[config.mk]
export PLATFORM = sky130hd
export DESIGN_NAME = step_sequencer
export DESIGN_NICKNAME = d
export VERILOG_FILES = /design/src/rtl/step_sequencer.sv
export SDC_FILE = /design/constraint.sdc
export NUM_CORES = 1
export LEC_CHECK = 0
export BUFFER_PORTS_ARGS = -buffer_cell sky130_fd_sc_hd__buf_2
export CORE_MARGIN = 1.5
export CORE_UTILIZATION = 55
export CTS_BUF_LIST = sky130_fd_sc_hd__clkbuf_4 sky130_fd_sc_hd__clkbuf_8
export CTS_CLUSTER_DIAMETER = 200
export DETAILED_ROUTE_END_ITERATION = 8
export PLACE_DENSITY = 0.81
export SETUP_SLACK_MARGIN = 0.3
export SKIP_LAST_GASP = 1
export SLEW_MARGIN = 5
export SYNTH_ARGS = -nofsm -noshare
export SYNTH_HDL_FRONTEND = slang
export SYNTH_SLANG_ARGS = --single-unit
[constraint.sdc]
create_clock -name Clock -period 2.97 [get_ports Clock]
set_input_delay 0.297 -clock Clock [delete_from_list [all_inputs] [get_ports Clock]]
set_output_delay 0.297 -clock Clock [all_outputs]
set_load 0.01 [all_outputs]
[src/rtl/step_sequencer.sv]
// Front-end timing stage: debounces the Enter button into single-cycle Step
// pulses and owns the timestep counter T and the instruction register INST.
module step_sequencer #(
  parameter int unsigned DEBOUNCE_CYCLES = 250000
) (
  input  logic       Clock,
  input  logic       Reset,
  input  logic       Enter,
  input  logic       Clr,
  input  logic       IRin,
  input  logic [9:0] Data,
  output logic [1:0] T,
  output logic [9:0] INST,
  output logic       Step
);

  localparam int unsigned CNT_W = $clog2(DEBOUNCE_CYCLES + 1);
  localparam logic [CNT_W-1:0] CNT_LAST = CNT_W'(DEBOUNCE_CYCLES - 1);

  logic             s1;
  logic             s2;
  logic             deb;
  logic [CNT_W-1:0] cnt;

  always_ff @(posedge Clock) begin
    if (Reset) begin
      s1   <= 1'b0;
      s2   <= 1'b0;
      deb  <= 1'b0;
      cnt  <= '0;
      Step <= 1'b0;
      T    <= 2'd0;
      INST <= 10'd0;
    end else begin
      s1   <= Enter;
      s2   <= s1;
      Step <= 1'b0;

      // Accept a new level only after it has differed from deb for the full window
      if (s2 == deb) begin
        cnt <= '0;
      end else if (cnt == CNT_LAST) begin
        deb  <= s2;
        cnt  <= '0;
        Step <= s2;
      end else begin
        cnt <= cnt + CNT_W'(1);
      end

      // T/INST still show pre-step values during the Step cycle; commit at its closing edge
      if (Step) begin
        T <= Clr ? 2'd0 : T + 2'd1;
        if (IRin) INST <= Data;
      end
    end
  end

endmodule

### Word level (Yosys, flattened, before mapping)

Cells that the tools add are included.

* word-level logic and storage cells: 18
* bits of input ports: 15
* register bits: 34

* reduce and logical (&&, ||, !) cells: 4
* multiplexer cells: 1
* bitwise logic cells: 2
* equal/unequal tests: 2
* add/sub/neg operators: 2

Operators by type and width (count)
* $add A18 B1 Y18 const B: 1
* $eq A18 B18 Y1 const B: 1
* $reduce_or A3 Y1: 2
* $reduce_and A2 Y1: 2
* $add A2 B1 Y2 const B: 1
* $mux W2: 1
* $not A1 Y1: 2
* $eq A1 B1 Y1: 1

### Logic depth before layout (Yosys ltp)

Gate-level depths: netlist of the first run.

* depth after elaboration: 3
* depth in mapped cells: 6

### Worst setup path after synthesis of the first run

Ideal clock, no wire load.

* kind: reg2reg
* from: reg cnt[0]
* to: reg cnt[16]
* path slack: 1.531 ns
* library setup time: 0.115 ns
* buffers on the path: 1
* cell stages (with the launch flop): 7
* arrival time: 1.324 ns
* required time: 2.855 ns
* cell sequence: dfxtp_1 ha_1 and3_1 nand3_1 o21ai_4 buf_6 nor2_1

* cells in the longest elaborated chain, start to end: 2
* elaborated cells on any way between the ends: 3

RTL lines
* start, declared: RTL line 23 `logic [CNT_W-1:0] cnt;`
* start signal, assigned: RTL line 47 `cnt <= cnt + CNT_W'(1);`
* branches (longest 2 deep; another with $add A18 B1 Y18)

Parallel ways; which one is timed is not known.
A chain may end at the register's enable or synchronous reset.

### Final worst setup path of the first run

* from: reg cnt[0]
* to: reg cnt[10]

The elaborated chain is that of the path after synthesis.

==> results of run 1 <==
cell families after synthesis:
logic type | after synthesis | synth area share, %
XOR/XNOR | 16 | 9.64
buffers and inverters | 11 | 3.87
multiplexers | 1 | 0.688
adder cells (fa/ha/maj) | 1 | 0.860
AO/OA/AOI/OAI | 17 | 6.88
flip-flops | 34 | 46.8
AND/OR/NAND/NOR | 82 | 31.2
how the worst max path moves through the flow:
stage	start	endpoint	slack, ns	cells past startpoint
CTS	cnt[0]	cnt[10]	1.26	5
floorplan	cnt[0]	cnt[16]	1.53	6
global route	cnt[0]	cnt[5]	1.15	5
finish	cnt[0]	cnt[10]	1.28	5
global placement	cnt[0]	cnt[10]	1.38	5
detailed placement	cnt[0]	cnt[10]	1.28	5
final cells by class:
class	instances	share of cell area (%)
tap	30	2.24
sequential	34	40.7
clock inverter	1	1.79
timing repair buffer	27	8.07
inverter	6	1.35
clock buffer	6	3.06
multi-input combinational	117	42.8
placed cells by master, fill, tap and decap left out, types with 3 or more instances in the layout:
| cell type | synthesis | routed |
|---|---|---|
| a21oi_1 | 13 | 13 |
| buf_2 | 0 | 27 |
| clkbuf_4 | 0 | 5 |
| dfxtp_1 | 34 | 34 |
| inv_1 | 6 | 6 |
| nand2_1 | 26 | 26 |
| nand3_1 | 4 | 4 |
| nand4_1 | 5 | 5 |
| nor2_1 | 15 | 15 |
| nor2_2 | 5 | 5 |
| nor2b_1 | 3 | 3 |
| nor3_1 | 5 | 5 |
| nor4_1 | 6 | 6 |
| xnor2_1 | 14 | 14 |
power groups by stage:
| stage | registers, mW | clock network, mW | logic (mW) |
|---|---|---|---|
| CTS | 0.458 | 0.352 | 0.0183 |
| finish | 0.458 | 0.348 | 0.0181 |
| global route | 0.458 | 0.367 | 0.0201 |
| detailed placement | 0.469 | 0 | 0.0183 |
| global placement | 0.469 | 0 | 0.0174 |
| floorplan | 0.468 | 0 | 0.00871 |
metal layers:
layer | global-route usage, % | vias up
met2 | 37.3 | 32
met1 | 24.8 | 571
met5 | 0 | -
met3 | 9.29 | 7
li1 | - | 605
met4 | 8.33 | 0
synthesized netlist by cell type (2+ instances only):
library cell and n:
nand3_1 4, nor2b_1 3, and3_1 2, a21oi_1 13, inv_1 6, nor2_2 5, or3_1 2, dfxtp_1 34
nand4_1 5, nor3_1 5, nand2_1 26, clkbuf_1 3, xor2_1 2, nor2_1 15, buf_6 2, nor4_1 6
xnor2_1 14, o21ai_0 2
state kept, by name, summed over array words and instances, names as in the netlist:
signal and count:
s1 1, T 2, INST 10, Step 1, s2 1, cnt 18
deb 1
metrics by stage:
| stage | utilization, % | cell area (sq um) | cells |
|---|---|---|---|
| after floorplan | - | 1450 | 162 |
| after global placement | 63.7 | 1590 | 214 |
| after detailed placement | 63.7 | 1590 | 214 |
| after CTS | 67.0 | 1670 | 221 |
| after global routing | 67.0 | 1670 | 221 |
| final | 67.0 | 1670 | 221 |
==> results.cfg, run 1 <==
[run_status]
status = finished, final reports clean

[drt]
dr_wl_met2_mm = 1.40
drt_wl_total_mm = 2.78
detail_route.first_pass.iterations = 4
dr_wl_met3_microns = 148
top_layer = met4
drc_errors = 0
post_drt_wl_per_cell_microns = 12.6
m1WireLength_mm = 1.19
dr.first_iter.drc_count = 28
ant_nets = 0
vias = 1215
via_per_inst = 5.50

[worst_hold_path]
worstHoldPathType = in -> reg
hold-path-cell-count = 2
worstHoldStart = Enter
hold_end = s1

[floorplanning]
core_area_sq_um = 2500
io_pins = 28
die_area_sq_um = 2960
rows = 18
initial_utilization_pct = 58.2
die-width_microns = 54.4
die_h_microns = 54.4

[grt]
gr-total-overflow = 0
grt_max_degree = 19
grt_pass1_wl_mm = 4.69
grt_pass1_vias = 1159
antenna_found_initial = 0
grt.total_usage_pct = 22.2

[finish]
multiInputGateArea_sq_um = 717
fillCellCount = 210
antenna_cells = 0
layout-drive-gt1-share_pct = 24.1
final_nets = 207
register_area_sq_um = 681
synthToLayoutAreaGrowth_pct = 15.1

[timing]
whs_ns = 0.163
timing_hold_violations_final = 0
worstMarginPinSlew_ns = 0.521
fmax_mhz = 591
setup_ws_ns = 1.28
slew_headroom_pct = 65.1
min_period_over_period_pct = 56.9
period_minus_slack_ns = 1.69
tns_ns = 0
finalClockSkew_ns = 0.00903
slew_viol_final = 0
finalSetupViolations = 0
rsz0062_at_grt = no

[place]
io_buffers = 27
routabilityCongestion = 0.855
dp_slack_ns = 1.28
hpwlAfterDp_mm = 2.04

[yosys]
yosys_warnings = 0
synth_ff_type = dfxtp_1
synthTopCellsByArea = dfxtp_1 47%, xnor2_1 8.4%, nand2_1 6.7%
yosysTopAreaCell = dfxtp_1
syn_nets = 178
ys_types = 31
synthCells = 162
synth_edf_count = 0
synth_top_area_share_pct = 46.8
seq_area_frac_synth_pct = 46.8
async_reset_ff_share_pct = 0
synth-seq-cells = 34
synth_area_sq_um = 1450
avgSynthCellArea_sq_um = 8.97

[setup_path]
r2r-end = cnt[10]
path_delay_family = simple AND/OR/NAND/NOR gates
path_buf_inv = 0
worstPathRequired_ns = 3.18
slowest_delay_ns = 0.47
path_max_fanout = 17
arrival_ns = 1.90
critical_path_class = reg -> reg
start_kind = flop
timing.rr.start = cnt[0]
path_cells = ha_1 -> and3_1 -> nand3_1 -> o21ai_4 -> nor2_1
end_kind = flop
reg2reg_depth = 5
critPathSlowestCell = o21ai_4
reg2reg_slack_ns = 1.28

[clocking]
cts_buffers = 5
tritoncts = done
cts_buffer_depth = 2
post_cts_resized = 0
cts-root-buf = clkbuf_4
cts_setup_buffers = 0
clkSlewWorstSetupHoldPaths_ns = 0.10
cts-hold-fix-buffers = 0
cts.sinks = 34
worstSkewPairLatency_ns = 0.34
cts.htree.levels = 2

[power_and_ir_drop]
peakVddDrop_uv = 446
total_power_mw = 0.824
p_int_mw = 0.662
p_leak_nw = 0.580
pwr-share-seq_pct = 55.6
combPwrFrac_pct = 2.2
pwr-share-clk_pct = 42.2
sw_frac_of_total_pct = 19.7
switchingPower_mw = 0.162
power-per-cell-area_nw_per_um2 = 492

[job]
max_cap_viol_count = 0
No activity file was read; power rests on OpenSTA's default activity.
==> run 2: changes to the inputs <==
clock period = 1.8 ns   (was 2.97 ns; I/O delays follow)
==> results.cfg, run 2 (synthesized netlist as in run 1, its figures left out) <==
[finish]
final_nets = 210
antenna_cells = 0
layout-drive-gt1-share_pct = 34.0
layoutNonFillerInstCount = 224
regMostFlops = cnt
synthToLayoutAreaGrowth_pct = 20.6
largest_reg_flops = 18
final_common_cell = buf_2
largestRegisters = cnt (18), INST (10), T (2)
utilization_pct = 70.1
final_area_sq_um = 1750
layout_common_cells = 27 x buf_2, 26 x dfxtp_1, 26 x nand2_1

[place]
dp_cells = 215
place_area_sq_um = 1600
hpwlAfterDp_mm = 2.18
routabilityCongestion = 0.907
io_buffers = 27
dp_slack_ns = 0.209

[floorplanning]
die_h_microns = 54.4
io_pins = 28
rows = 18
die_area_sq_um = 2960
die-width_microns = 54.4
initial_utilization_pct = 58.2
core_area_sq_um = 2500

[timing]
finalClockSkew_ns = 0.00589
finalSetupViolations = 0
fmax_mhz = 670
whs_ns = 0.0789
setup_ws_ns = 0.308
worstMarginPinSlew_ns = 0.375
slew_headroom_pct = 74.9
tns_ns = 0
min_period_over_period_pct = 82.9
timing_hold_violations_final = 0
slew_viol_final = 0
period_minus_slack_ns = 1.49
rsz0062_at_grt = yes

[clocking]
worstSkewPairLatency_ns = 0.32
cts.htree.levels = 2
tritoncts = done
cts_buffers = 5
cts.sinks = 34
cts-root-buf = clkbuf_4
cts_buffer_depth = 2
clkSlewWorstSetupHoldPaths_ns = 0.10

[setup_path]
arrival_ns = 1.74
critPathSlowestCell = or3_1
critical_path_class = reg -> reg
start_kind = flop
worstPathRequired_ns = 2.05
path_max_fanout = 5
path_cells = nor4b_4 -> nand2_2 -> or3_1 -> a21oi_1
slowest_delay_ns = 0.41
end_kind = flop

[grt]
antenna_found_initial = 0
grt_pass1_vias = 1218
grt_pass1_wl_mm = 5.13
grt.total_usage_pct = 24.6
gr-total-overflow = 0
grt_max_degree = 19

[job]
max_cap_viol_count = 0

[drt]
vias = 1273
drt_wl_total_mm = 3.33
post_drt_wl_per_cell_microns = 14.9
drc_errors = 0
dr.first_iter.drc_count = 28
via_per_inst = 5.68
ant_nets = 0
detail_route.first_pass.iterations = 4

[power_and_ir_drop]
peakVddDrop_uv = 671
power-per-cell-area_nw_per_um2 = 684
p_leak_nw = 0.603
total_power_mw = 1.20

[run_status]
status = finished, final reports clean

[worst_hold_path]
worstHoldPathType = in -> reg
[run 2: cell count changes in the layout (fill, tap and decap cells not counted), moves of 2 or more]
cell / delta
and3_1: -2
buf_4: +2
clkbuf_4: +2
dfxtp_1: -8
dfxtp_2: +8
nor4_1: -4
nor4_2: +3
[run 2: worst paths after layout]
path / slack [ns] / start / endpoint / cells past startpoint
worst max-delay path: 0.31 / cnt[9] / deb / 4
worst min-delay path: 0.08 / Enter / s1 / 2
worst max register to register: 0.31 / cnt[9] / deb / 4
worst min register to register: 0.45 / cnt[0] / cnt[0] / 1
[run 2: report_power, final]
| part | switching [mW] | leakage [nW] | internal (mW) |
|---|---|---|---|
| Sequential | 0.00161 | 0.278 | 0.754 |
| Clock | 0.232 | 0.0322 | 0.178 |
| Combinational | 0.0172 | 0.293 | 0.0156 |
[run 2: layout make-up]
type | count | area (sq um)
inverters | 6 | 22.5
repair buffers | 30 | 161
multi-input cells | 117 | 788
clock buffers | 7 | 52.6
flip-flops and latches | 34 | 691
well taps | 30 | 37.5
fillers | 202 | 747
[run 2: layer usage]
layer,routed length (microns),up-vias,track usage [%]
li1,-,609,-
met2,1740,45,44.6
met4,70,0,11.3
met1,1330,610,26.8
met5,0,-,0
met3,186,9,6.01
[run 2: worst max-delay path: cells and delay by family, from the launching register on]
kind | cells | cell delay [ns]
AND/OR/NAND/NOR | 3 | 0.88
AO/OA/AOI/OAI | 1 | 0.17
flip-flops | 1 | 0.38
[run 2: timing repair]
item                       4_1_cts  5_1_grt
pin swaps                        1        3
setup endpoints to repair       18       10
hold endpoints to repair         0        0
hold buffers                     0        0
buffers inserted                 0        2
gates resized for setup          8       13
==> run 3: changes to the inputs <==
clock period = 1.6 ns   (was 1.8 ns; I/O delays follow)
==> results.cfg, run 3 (synthesized netlist as in run 1, its figures left out) <==
[run_status]
status = finished, final reports clean

[finish]
final_common_cell = buf_2
largest_reg_flops = 18
regMostFlops = cnt
utilization_pct = 79.1
final_nets = 221
fillCellCount = 159
antenna_cells = 0
largestRegisters = cnt (18), INST (10), T (2)
layout-drive-gt1-share_pct = 44.4
layout_common_cells = 27 x buf_2, 25 x nand2_1, 20 x dfxtp_1
synthToLayoutAreaGrowth_pct = 36.0
layoutNonFillerInstCount = 235

[power_and_ir_drop]
total_power_mw = 1.31
p_leak_nw = 0.739
peakVddDrop_uv = 624
power-per-cell-area_nw_per_um2 = 665

[place]
hpwlAfterDp_mm = 2.02
io_buffers = 27
dp_cells = 216
routabilityCongestion = 0.785

[setup_path]
path_cells = ha_4 -> and3_4 -> nand3_4 -> o21ai_4 -> buf_6 -> buf_16 -> nor2b_1
end_kind = flop
path_buf_inv = 2
arrival_ns = 1.65
path_delay_family = flip-flops
critical_path_class = reg -> reg
path_max_fanout = 8
slowest_delay_ns = 0.36
critPathSlowestCell = dfxtp_2
start_kind = flop
worstPathRequired_ns = 1.83

[timing]
min_period_over_period_pct = 89.2
period_minus_slack_ns = 1.43
whs_ns = 0.0383
timing_hold_violations_final = 0
slew_headroom_pct = 77.3
tns_ns = 0
worstMarginPinSlew_ns = 0.339
finalClockSkew_ns = 0.0105
slew_viol_final = 0
fmax_mhz = 701
rsz0062_at_grt = yes
finalSetupViolations = 0

[grt]
grt_max_degree = 19
gr-total-overflow = 0
antenna_found_initial = 0
grt_pass1_vias = 1197
grt.total_usage_pct = 24.7
grt_pass1_wl_mm = 5.09

[worst_hold_path]
worstHoldPathType = in -> reg

[drt]
dr.first_iter.drc_count = 29
vias = 1298
ant_nets = 0
detail_route.first_pass.iterations = 4
drt_wl_total_mm = 3.58
drc_errors = 0
post_drt_wl_per_cell_microns = 15.2
via_per_inst = 5.52

[floorplanning]
die_h_microns = 54.4
core_area_sq_um = 2500
initial_utilization_pct = 58.2
rows = 18
die_area_sq_um = 2960
io_pins = 28
die-width_microns = 54.4

[clocking]
cts_buffers = 5
cts-hold-fix-buffers = 0
cts.htree.levels = 2
worstSkewPairLatency_ns = 0.33
cts-root-buf = clkbuf_4
cts_buffer_depth = 2
clkSlewWorstSetupHoldPaths_ns = 0.09
cts.sinks = 34
tritoncts = done

[job]
max_cap_viol_count = 0
## run 3: cell types whose count changed in the layout (fill, tap and decap cells not counted), moves of 2 or more
cell and change:
dfxtp_4 +3, nor2_2 +2, buf_4 +7, clkbuf_4 -2, nor4_4 +3, dfxtp_1 -6, dfxtp_2 +3, nor4_1 -2
clkinv_2 +2, nor2_1 -2, nand3_4 +2
## run 3: power by group
group | internal [mW] | switching [mW] | leakage [nW]
Sequential | 0.843 | 0.00179 | 0.282
Clock | 0.158 | 0.263 | 0.0308
Combinational | 0.0256 | 0.0225 | 0.426
## run 3: final cells by class
type | count | area (sq um) | area share [%]
Multi-Input combinational cell | 118 | 891 | 45.1
Sequential cell | 34 | 706 | 35.7
Timing Repair Buffer | 40 | 273 | 13.8
Clock buffer | 5 | 37.5 | 1.90
Tap cell | 30 | 37.5 | 1.90
Inverter | 6 | 22.5 | 1.14
Clock inverter | 2 | 10.0 | 0.506
## run 3: worst paths after layout
kind	from	end	slack, ns	cells past startpoint
setup / recovery	cnt[1]	cnt[3]	0.17	7
hold reg to reg	INST[3]	INST[3]	0.46	2
hold / removal	Enter	s1	0.04	2
setup reg to reg	cnt[1]	cnt[3]	0.17	7
## run 3: per-stage QoR
step	instance area (sq um)	setup WS, ns
5_1_grt	1980	0.125
3_3_place_gp	1660	0.181
4_1_cts	1850	0.223
6_report	1980	0.173
3_5_place_dp	1660	0.130
2_1_floorplan	1490	0.281
## run 3: repair_timing
action	in CTS	in global routing
pin swaps	11	7
gates resized for setup	19	20
cloned	1	1
endpoints found under the setup margin	18	18
setup buffers	8	2
## run 3: metal layers
| layer | share of wire (%) | global-route usage [%] | vias to the layer above |
|---|---|---|---|
| met1 | 42 | 26.7 | 588 |
| met5 | 0 | 0 | - |
| met2 | 49 | 42.2 | 62 |
| li1 | - | - | 639 |
| met3 | 6.9 | 9.02 | 9 |
| met4 | 1.9 | 12.1 | 0 |
